`src/rtl/demux1to4_buf_pkg.sv`:
```
// ----------------------------------------------------------------------------
// demux1to4_buf_pkg
// Shared definitions for the registered 1-to-4 demultiplexer:
//   - default lane data width
//   - lane index type and lane index constants (a, b, c, d)
// ----------------------------------------------------------------------------
package demux1to4_buf_pkg;

  // Default width of the input word and of every output lane.
  localparam int WIDTH_DEF = 2;

  // Number of output lanes.
  localparam int NUM_LANES = 4;

  // Lane index type, wide enough for the four lanes.
  typedef logic [1:0] lane_t;

  // Lane index constants; these match the sel encoding.
  localparam lane_t LANE_A = 2'b00;
  localparam lane_t LANE_B = 2'b01;
  localparam lane_t LANE_C = 2'b10;
  localparam lane_t LANE_D = 2'b11;

  // One-hot load mask for a lane index.
  function automatic logic [3:0] lane_onehot(input lane_t lane);
    logic [3:0] mask;
    case (lane)
      LANE_A:  mask = 4'b0001;
      LANE_B:  mask = 4'b0010;
      LANE_C:  mask = 4'b0100;
      LANE_D:  mask = 4'b1000;
      default: mask = 4'b0000;
    endcase
    return mask;
  endfunction

endpackage

```
`src/rtl/demux1to4_buf_lane_buf.sv`:
```
// ----------------------------------------------------------------------------
// demux1to4_buf_lane_buf
// One-entry valid/ready holding register for a single output lane.
// Ports:
//   clk        rising-edge clock
//   rst        asynchronous active-high reset (clears valid and data)
//   load       load load_data this cycle (the upstream accept is for this lane)
//   load_data  word to store
//   out_ready  lane consumer accepts the buffered word this cycle
//   data       buffered word (registered; holds its value after a drain)
//   valid      buffer full (registered)
// A load has priority over a drain, so a simultaneous drain and load keeps
// valid high and replaces the word, giving one word per cycle per lane.
// ----------------------------------------------------------------------------
module demux1to4_buf_lane_buf
  import demux1to4_buf_pkg::*;
#(
  parameter int WIDTH = WIDTH_DEF
) (
  input  logic             clk,
  input  logic             rst,
  input  logic             load,
  input  logic [WIDTH-1:0] load_data,
  input  logic             out_ready,
  output logic [WIDTH-1:0] data,
  output logic             valid
);

  logic [WIDTH-1:0] data_r;
  logic             valid_r;

  // Holding register: load wins over drain; data is never cleared by a drain.
  always_ff @(posedge clk or posedge rst) begin
    if (rst) begin
      data_r  <= '0;
      valid_r <= 1'b0;
    end else if (load) begin
      data_r  <= load_data;
      valid_r <= 1'b1;
    end else if (valid_r && out_ready) begin
      data_r  <= data_r;
      valid_r <= 1'b0;
    end else begin
      data_r  <= data_r;
      valid_r <= valid_r;
    end
  end

  assign data  = data_r;
  assign valid = valid_r;

endmodule

```
`src/rtl/demux1to4_buf.sv`:
```
// ----------------------------------------------------------------------------
// demux1to4_buf
// Registered 1-to-4 demultiplexer with a one-entry buffer per lane.
// Ports:
//   clk        rising-edge clock
//   rst        asynchronous active-high reset
//   auto_en    1: internal wrapping pointer picks the lane; 0: sel picks it
//   sel        manual lane select (00=a, 01=b, 10=c, 11=d)
//   in_data    input word
//   in_valid   input word present
//   in_ready   targeted lane can accept this cycle (combinational, 0 in reset)
//   out_a..d   buffered word of lanes 0..3
//   out_valid  per-lane buffer full (bit i = lane i)
//   out_ready  per-lane consumer accepts (bit i = lane i)
//   cur_lane   lane currently targeted (combinational)
// ----------------------------------------------------------------------------
module demux1to4_buf
  import demux1to4_buf_pkg::*;
#(
  parameter int WIDTH = WIDTH_DEF
) (
  input  logic             clk,
  input  logic             rst,
  input  logic             auto_en,
  input  logic [1:0]       sel,
  input  logic [WIDTH-1:0] in_data,
  input  logic             in_valid,
  output logic             in_ready,
  output logic [WIDTH-1:0] out_a,
  output logic [WIDTH-1:0] out_b,
  output logic [WIDTH-1:0] out_c,
  output logic [WIDTH-1:0] out_d,
  output logic [3:0]       out_valid,
  input  logic [3:0]       out_ready,
  output logic [1:0]       cur_lane
);

  lane_t      ptr_r;
  lane_t      target_s;
  logic       in_ready_s;
  logic       accept_s;
  logic [3:0] load_s;
  logic [3:0] valid_s;

  // Target lane: the pointer in auto mode, the external select otherwise.
  always_comb begin
    target_s = LANE_A;
    if (auto_en) begin
      target_s = ptr_r;
    end else begin
      target_s = sel;
    end
  end

  // Input is accepted when the target buffer is empty or drains this cycle;
  // reset forces the handshake low regardless of buffer state.
  always_comb begin
    in_ready_s = 1'b0;
    if (rst) begin
      in_ready_s = 1'b0;
    end else begin
      in_ready_s = !valid_s[target_s] || out_ready[target_s];
    end
  end

  assign accept_s = in_valid && in_ready_s;

  // Load strobes: at most one lane loads per cycle, the one being targeted.
  always_comb begin
    load_s = 4'b0000;
    if (accept_s) begin
      load_s = lane_onehot(target_s);
    end else begin
      load_s = 4'b0000;
    end
  end

  // Wrapping lane pointer: advances only on an auto-mode accept.
  always_ff @(posedge clk or posedge rst) begin
    if (rst) begin
      ptr_r <= LANE_A;
    end else if (accept_s && auto_en) begin
      ptr_r <= ptr_r + 2'b01;
    end else begin
      ptr_r <= ptr_r;
    end
  end

  demux1to4_buf_lane_buf #(.WIDTH(WIDTH)) u_lane_a (
    .clk       (clk),
    .rst       (rst),
    .load      (load_s[0]),
    .load_data (in_data),
    .out_ready (out_ready[0]),
    .data      (out_a),
    .valid     (valid_s[0])
  );

  demux1to4_buf_lane_buf #(.WIDTH(WIDTH)) u_lane_b (
    .clk       (clk),
    .rst       (rst),
    .load      (load_s[1]),
    .load_data (in_data),
    .out_ready (out_ready[1]),
    .data      (out_b),
    .valid     (valid_s[1])
  );

  demux1to4_buf_lane_buf #(.WIDTH(WIDTH)) u_lane_c (
    .clk       (clk),
    .rst       (rst),
    .load      (load_s[2]),
    .load_data (in_data),
    .out_ready (out_ready[2]),
    .data      (out_c),
    .valid     (valid_s[2])
  );

  demux1to4_buf_lane_buf #(.WIDTH(WIDTH)) u_lane_d (
    .clk       (clk),
    .rst       (rst),
    .load      (load_s[3]),
    .load_data (in_data),
    .out_ready (out_ready[3]),
    .data      (out_d),
    .valid     (valid_s[3])
  );

  assign out_valid = valid_s;
  assign in_ready  = in_ready_s;
  assign cur_lane  = target_s;

endmodule

```
`config.mk`:
```
export PLATFORM = sky130hd
export DESIGN_NAME = demux1to4_buf
export DESIGN_NICKNAME = d
export VERILOG_FILES = /design/src/rtl/demux1to4_buf_pkg.sv /design/src/rtl/demux1to4_buf_lane_buf.sv /design/src/rtl/demux1to4_buf.sv
export SDC_FILE = /design/constraint.sdc
export NUM_CORES = 1
export LEC_CHECK = 0
export CAP_MARGIN = 10
export CORE_UTILIZATION = 39
export DETAILED_ROUTE_END_ITERATION = 7
export PLACE_DENSITY = 0.74
export RECOVER_POWER = 100
export SLEW_MARGIN = 20
export SYNTH_ARGS = -nofsm -noshare
export SYNTH_HDL_FRONTEND = slang
export SYNTH_SLANG_ARGS = --single-unit
export TNS_END_PERCENT = 10
```
`constraint.sdc`:
```
create_clock -name clk -period 1.6 [get_ports clk]
set_input_delay 0.32 -clock clk [delete_from_list [all_inputs] [get_ports clk]]
set_output_delay 0.32 -clock clk [all_outputs]
set_load 0.02 [all_outputs]
```
**Yosys cells after proc, flatten, opt, wreduce, memory -nomap -nowiden**

Index checks and enable logic that the tools add are counted.
W data, S select, Z words.

- $add $sub $neg: 1
- $lt $le $gt $ge: 1
- Equality and inequality tests: 3
- Reductions and logical operators: 13
- Muxes and demuxes: 16

Operators with widths:

| cell | number |
|---|---|
| $pmux W4 S4 | 1 |
| $mux W1 | 11 |
| $reduce_bool A2 Y1 | 4 |
| $logic_and A1 B1 Y1 | 6 |
| $bmux W1 S2 | 2 |
| $eq A2 B2 Y1 const B | 2 |
| $mux W4 | 1 |
| $lt A2 B3 Y1 const B | 1 |
| $add A2 B1 Y2 const B | 1 |
| $eq A2 B1 Y1 const B | 1 |
| $logic_not A2 Y1 | 1 |
| $mux W2 | 1 |
| $logic_not A1 Y1 | 1 |
| $logic_or A1 B1 Y1 | 1 |

- Bits of input ports: 12
- Register bits after elaboration: 14
- Output and inout port bits: 15

**Depth between registers and ports, before layout**

- Depth after elaboration: 9
- Gate-level depth with buffers: 4
- Gate-level depth less buffers: 4

**Hierarchy**

Synthesis repeated with hierarchy kept, for this count alone.

- Cell total of the unflattened synthesis: 57
- Area, all modules: 671.9 sq um

By module, submodules not included:

| module | cells an instance | area an instance (sq um) | times used |
|---|---|---|---|
| demux1to4_buf_lane_buf | 8 | 113.9 | 4 |
| demux1to4_buf | 25 | 216.5 | 1 |

**Worst setup path before layout**

No wires, ideal clock.

- Path type: flip-flop to output port
- Start: register ptr_r[1]
- End: output port in_ready
- Slack: -0.028 ns
- Buffers on the path: 0
- Stages on the path, launching flop included: 5
- Arrival: 1.308 ns
- Path through: dfrtp_1 > mux2i_4 > inv_2 > mux2i_1 > o2bb2ai_1

- Word-level cells in the longest chain between the ends: 6
- Elaborated cells on any way between the ends: 8

Ends and longest elaborated chain:

| item | line | source |
|---|---|---|
| from (decl) | demux1to4_buf.sv:38 | `lane_t ptr_r;` |
| from (signal assigned) | demux1to4_buf.sv:83 | `ptr_r <= ptr_r + 2'b01;` |
| from (signal assigned) | demux1to4_buf.sv:85 | `ptr_r <= ptr_r;` |
| $mux W2 * | demux1to4_buf.sv:48 | `if (auto_en) begin` |
| net cur_lane[1] | demux1to4_buf.sv:35 | `output logic [1:0] cur_lane` |
| $bmux W1 S2 | demux1to4_buf.sv:62 | `in_ready_s = !valid_s[target_s] \|\| out_ready[target_s];` |
| $mux W1 (not written as such) | demux1to4_buf.sv:62 |  |
| $logic_not A1 Y1 | demux1to4_buf.sv:62 |  |
| $logic_or A1 B1 Y1 * | demux1to4_buf.sv:62 |  |
| $mux W1 * | demux1to4_buf.sv:59 | `if (rst) begin` |
| to (decl) | demux1to4_buf.sv:28 | `output logic in_ready,` |

Mark *: on every way through the listed nets, which the timed path passes. The rest lies on a longest branch. The select of a mux whose other input is x is not followed.

**Worst setup path after layout**

- Start: register ptr_r[1]
- End: output port in_ready

- Word-level cells in the longest chain between the ends: 6
- Elaborated cells on any way between the ends: 8

Ends and longest elaborated chain:

| item | line |
|---|---|
| $mux W2 * | demux1to4_buf.sv:48 |
| $bmux W1 S2 | demux1to4_buf.sv:62 |
| $mux W1 (not written as such) | demux1to4_buf.sv:62 |
| $logic_not A1 Y1 | demux1to4_buf.sv:62 |
| $logic_or A1 B1 Y1 * | demux1to4_buf.sv:62 |
| $mux W1 * | demux1to4_buf.sv:59 |

Every way passes the cells marked *; elsewhere a longest branch is shown, timed or not. The select of a mux whose other input is x is not followed.

==> qor.yml <==
drc: 0
post-route-min-period_ns: 1.76
numCtsBuffers: 3
drv_cap: 0
total_power_uw: 1820
drive_gt1_share_pct: 43.5
grt_max_degree: 15
power.density_nw_per_um2: 1520
rsz0062_at_grt: "yes"
finClkSkew_ns: 0.00490
seq_area_frac_synth_pct: 46.1
setup_violations: 5
synthesis.area_um2: 759
grt_pass1_vias: 643
synth_compound_area_share_pct: 5.77
cts.clk_slew.worst_paths_ns: 0.08
h-tree-depth: 1
synth-seq-cells: 14
synthMuxAreaShare_pct: 21.9
hold_path_class: "input port to async pin"
place_congestion: 0.943
worstPathArrival_ns: 1.44
wl_per_cell_um: 13.4
cts-root-buf: "clkbuf_4"
grt_use_met1_pct: 24.7
grtUsageMet2_pct: 31.5
syn_nets: 74
viasPerCell: 4.63
top_usage_layer: "met2"
final_core_util_pct: 67.1
grtUsageMet3_pct: 3.53
p_leak_uw: 0.000544
row_count: 15
post-route-period-util_pct: 110
worst_ep_required_time_ns: 1.28
grt_overflow: 0
slew_viol_final: 0
worst_slack_ns: -0.164
drt_iter0_markers: 9
die_x_um: 46.1
layout.nets: 121
criticalPathCategory: "register to primary output"
cts_hold_buf: 0
diodes: 0
antenna_found_initial: 0
num_io_pins: 27
violations: "setup timing"
clkLatencyLatePin_ns: 0.28
ir_drop_uv: 925
critPathLaunchType: "register"
postRouteAntennaNets: 0
hpwlAfterDp_um: 1320
vias: 616
worstMarginPinSlew_ns: 0.754
area_delta_synth_final_pct: 57.5
drt_first_pass_iters: 3
wl_um: 1780
slew_headroom_pct: 49.8
chipHeight_um: 46.1
clockBufferDepth: 2
synthSimpleGateAreaFrac_pct: 19.8
io_buffers: 26
yosysWarnings: 0
track_usage_pct: 19.6
synthAdderAreaFrac_pct: 0
max_freq_mhz: 567
cp_max_fo: 3
worst_setup_path_end_kind: "primary output"
syn_avg_cell_area_um2: 12.2
yosysUniqueCellTypes: 23
dieArea_um2: 2130
grt_pass1_wl_um: 2780
coreArea_um2: 1780
cts.sinks: 14
hold_viol_final: 0
synth_cells: 62
setup_tns_ns: -0.191
synth_top_family_by_area: "multiplexers"
cts_tree: "built"
start_util_pct: 42.6
synth_xor_area_share_pct: 0
status: "finished, violations left"
dpl_worst_slack_ns: -0.952
## stage by stage
step | area, µm² | hold WS, ns | instances
detailed placement | 1140 | 0.486 | 124
finish | 1200 | 0.301 | 133
global route | 1200 | 0.389 | 133
CTS | 1210 | 0.460 | 132
floorplan | 766 | 0.217 | 62
global placement | 1140 | 0.486 | 124
## kinds of logic (layout without fill, tap and decap cells)
family,count (synthesis),after routing
AND/OR/NAND/NOR,21,21
flip-flops,14,14
AO/OA/AOI/OAI,5,5
buffers and inverters,9,55
multiplexers,13,13
## where the power goes
group / switching [µW] / internal (µW)
registers: 78.2 / 496
logic: 475 / 517
clock network: 111 / 138
total: 664 / 1150
## metal layers
layer / wire (µm) / vias up
met2: 879 / 15
met3: 69 / 2
met4: 14 / 0
met5: 0 / -
met1: 820 / 292
li1: - / 307
## critical path, stage by stage (launching register included)
cell and delay (ns):
dfrtp_1 0.41, mux2i_4 0.20, mux2i_2 0.28, o2bb2ai_2 0.13, buf_6 0.13
## cell usage in the layout (no fill, tap or decap)
| cell | count |
|---|---|
| nand2b_1 | 2 |
| mux2_1 | 1 |
| a211oi_2 | 1 |
| a311o_2 | 1 |
| buf_2 | 1 |
| clkdlybuf4s50_1 | 13 |
| o2bb2ai_2 | 1 |
| clkbuf_1 | 6 |
| mux2i_2 | 1 |
| buf_4 | 16 |
| or2b_4 | 1 |
| dlygate4sd2_1 | 4 |
| inv_2 | 1 |
| inv_1 | 4 |
| or2_2 | 2 |
| a21oi_1 | 1 |
| nor2_1 | 2 |
| dfrtp_1 | 14 |
| mux2_2 | 8 |
| clkbuf_4 | 3 |
| nor2b_1 | 3 |
| buf_6 | 5 |
| nor3b_1 | 2 |
| mux2i_4 | 2 |
| clkbuf_8 | 1 |
| o41a_1 | 1 |
| nand4_1 | 2 |
| nand2_1 | 4 |
| nor4_4 | 2 |
| nor4_1 | 1 |
| mux2i_1 | 1 |
| clkdlybuf4s15_2 | 1 |
## final timing paths
kind / slack (ns) / startpoint / end / depth (start not counted)
max: -0.16 / ptr_r[1]$_DFFE_PP0P_ / in_ready / 4
min: 0.30 / rst / u_lane_d.valid$_DFFE_PP0P_ / 3
max reg2reg: 0.05 / ptr_r[1]$_DFFE_PP0P_ / ptr_r[0]$_DFFE_PP0P_ / 6
min reg2reg: 0.50 / u_lane_b.data[0]$_DFFE_PP0P_ / u_lane_b.data[0]$_DFFE_PP0P_ / 1
max in group asynchronous: 0.82 / rst / u_lane_c.valid$_DFFE_PP0P_ / 3
min in group clk: 0.50 / u_lane_b.data[0]$_DFFE_PP0P_ / u_lane_b.data[0]$_DFFE_PP0P_ / 1
## final cells by class
cell class                 instances  area (µm²)
tap                               25        31.3
sequential                        14         350
inverter                           5        18.8
multi-input combinational         39         379
clock buffer                       4        36.3
fill                             152         587
timing repair buffer              46         380
## cell usage after synthesis (all sizes together)
| cell | number | area [µm²] |
|---|---|---|
| o2bb2ai | 1 | 8.76 |
| o41a | 1 | 11.3 |
| nand2 | 4 | 15.0 |
| or2b | 1 | 7.51 |
| nand4 | 2 | 12.5 |
| a211oi | 1 | 7.51 |
| nor2b | 3 | 18.8 |
| nand2b | 2 | 12.5 |
| mux2 | 9 | 101 |
| inv | 5 | 18.8 |
| nor3b | 2 | 15.0 |
| dfrtp | 14 | 350 |
| buf | 4 | 30.0 |
| nor4 | 3 | 48.8 |
| a21oi | 1 | 5.00 |
| nor2 | 2 | 7.51 |
| a311o | 1 | 11.3 |
| mux2i | 4 | 65.1 |
| or2 | 2 | 12.5 |
## timing repair
| action | 4_1_cts | 5_1_grt |
|---|---|---|
| pin swaps | 2 | 1 |
| setup buffers | 4 | 1 |
| gates resized for setup | 26 | 8 |
| endpoints found under the setup margin | 17 | 14 |
## sequential cells by signal (all words and copies together) (netlist names)
signal          count
u_lane_d.valid      1
u_lane_d.data       2
u_lane_b.data       2
u_lane_c.valid      1
ptr_r               2
u_lane_b.valid      1
u_lane_c.data       2
u_lane_a.data       2
u_lane_a.valid      1
(Power assumes the default switching activity.)
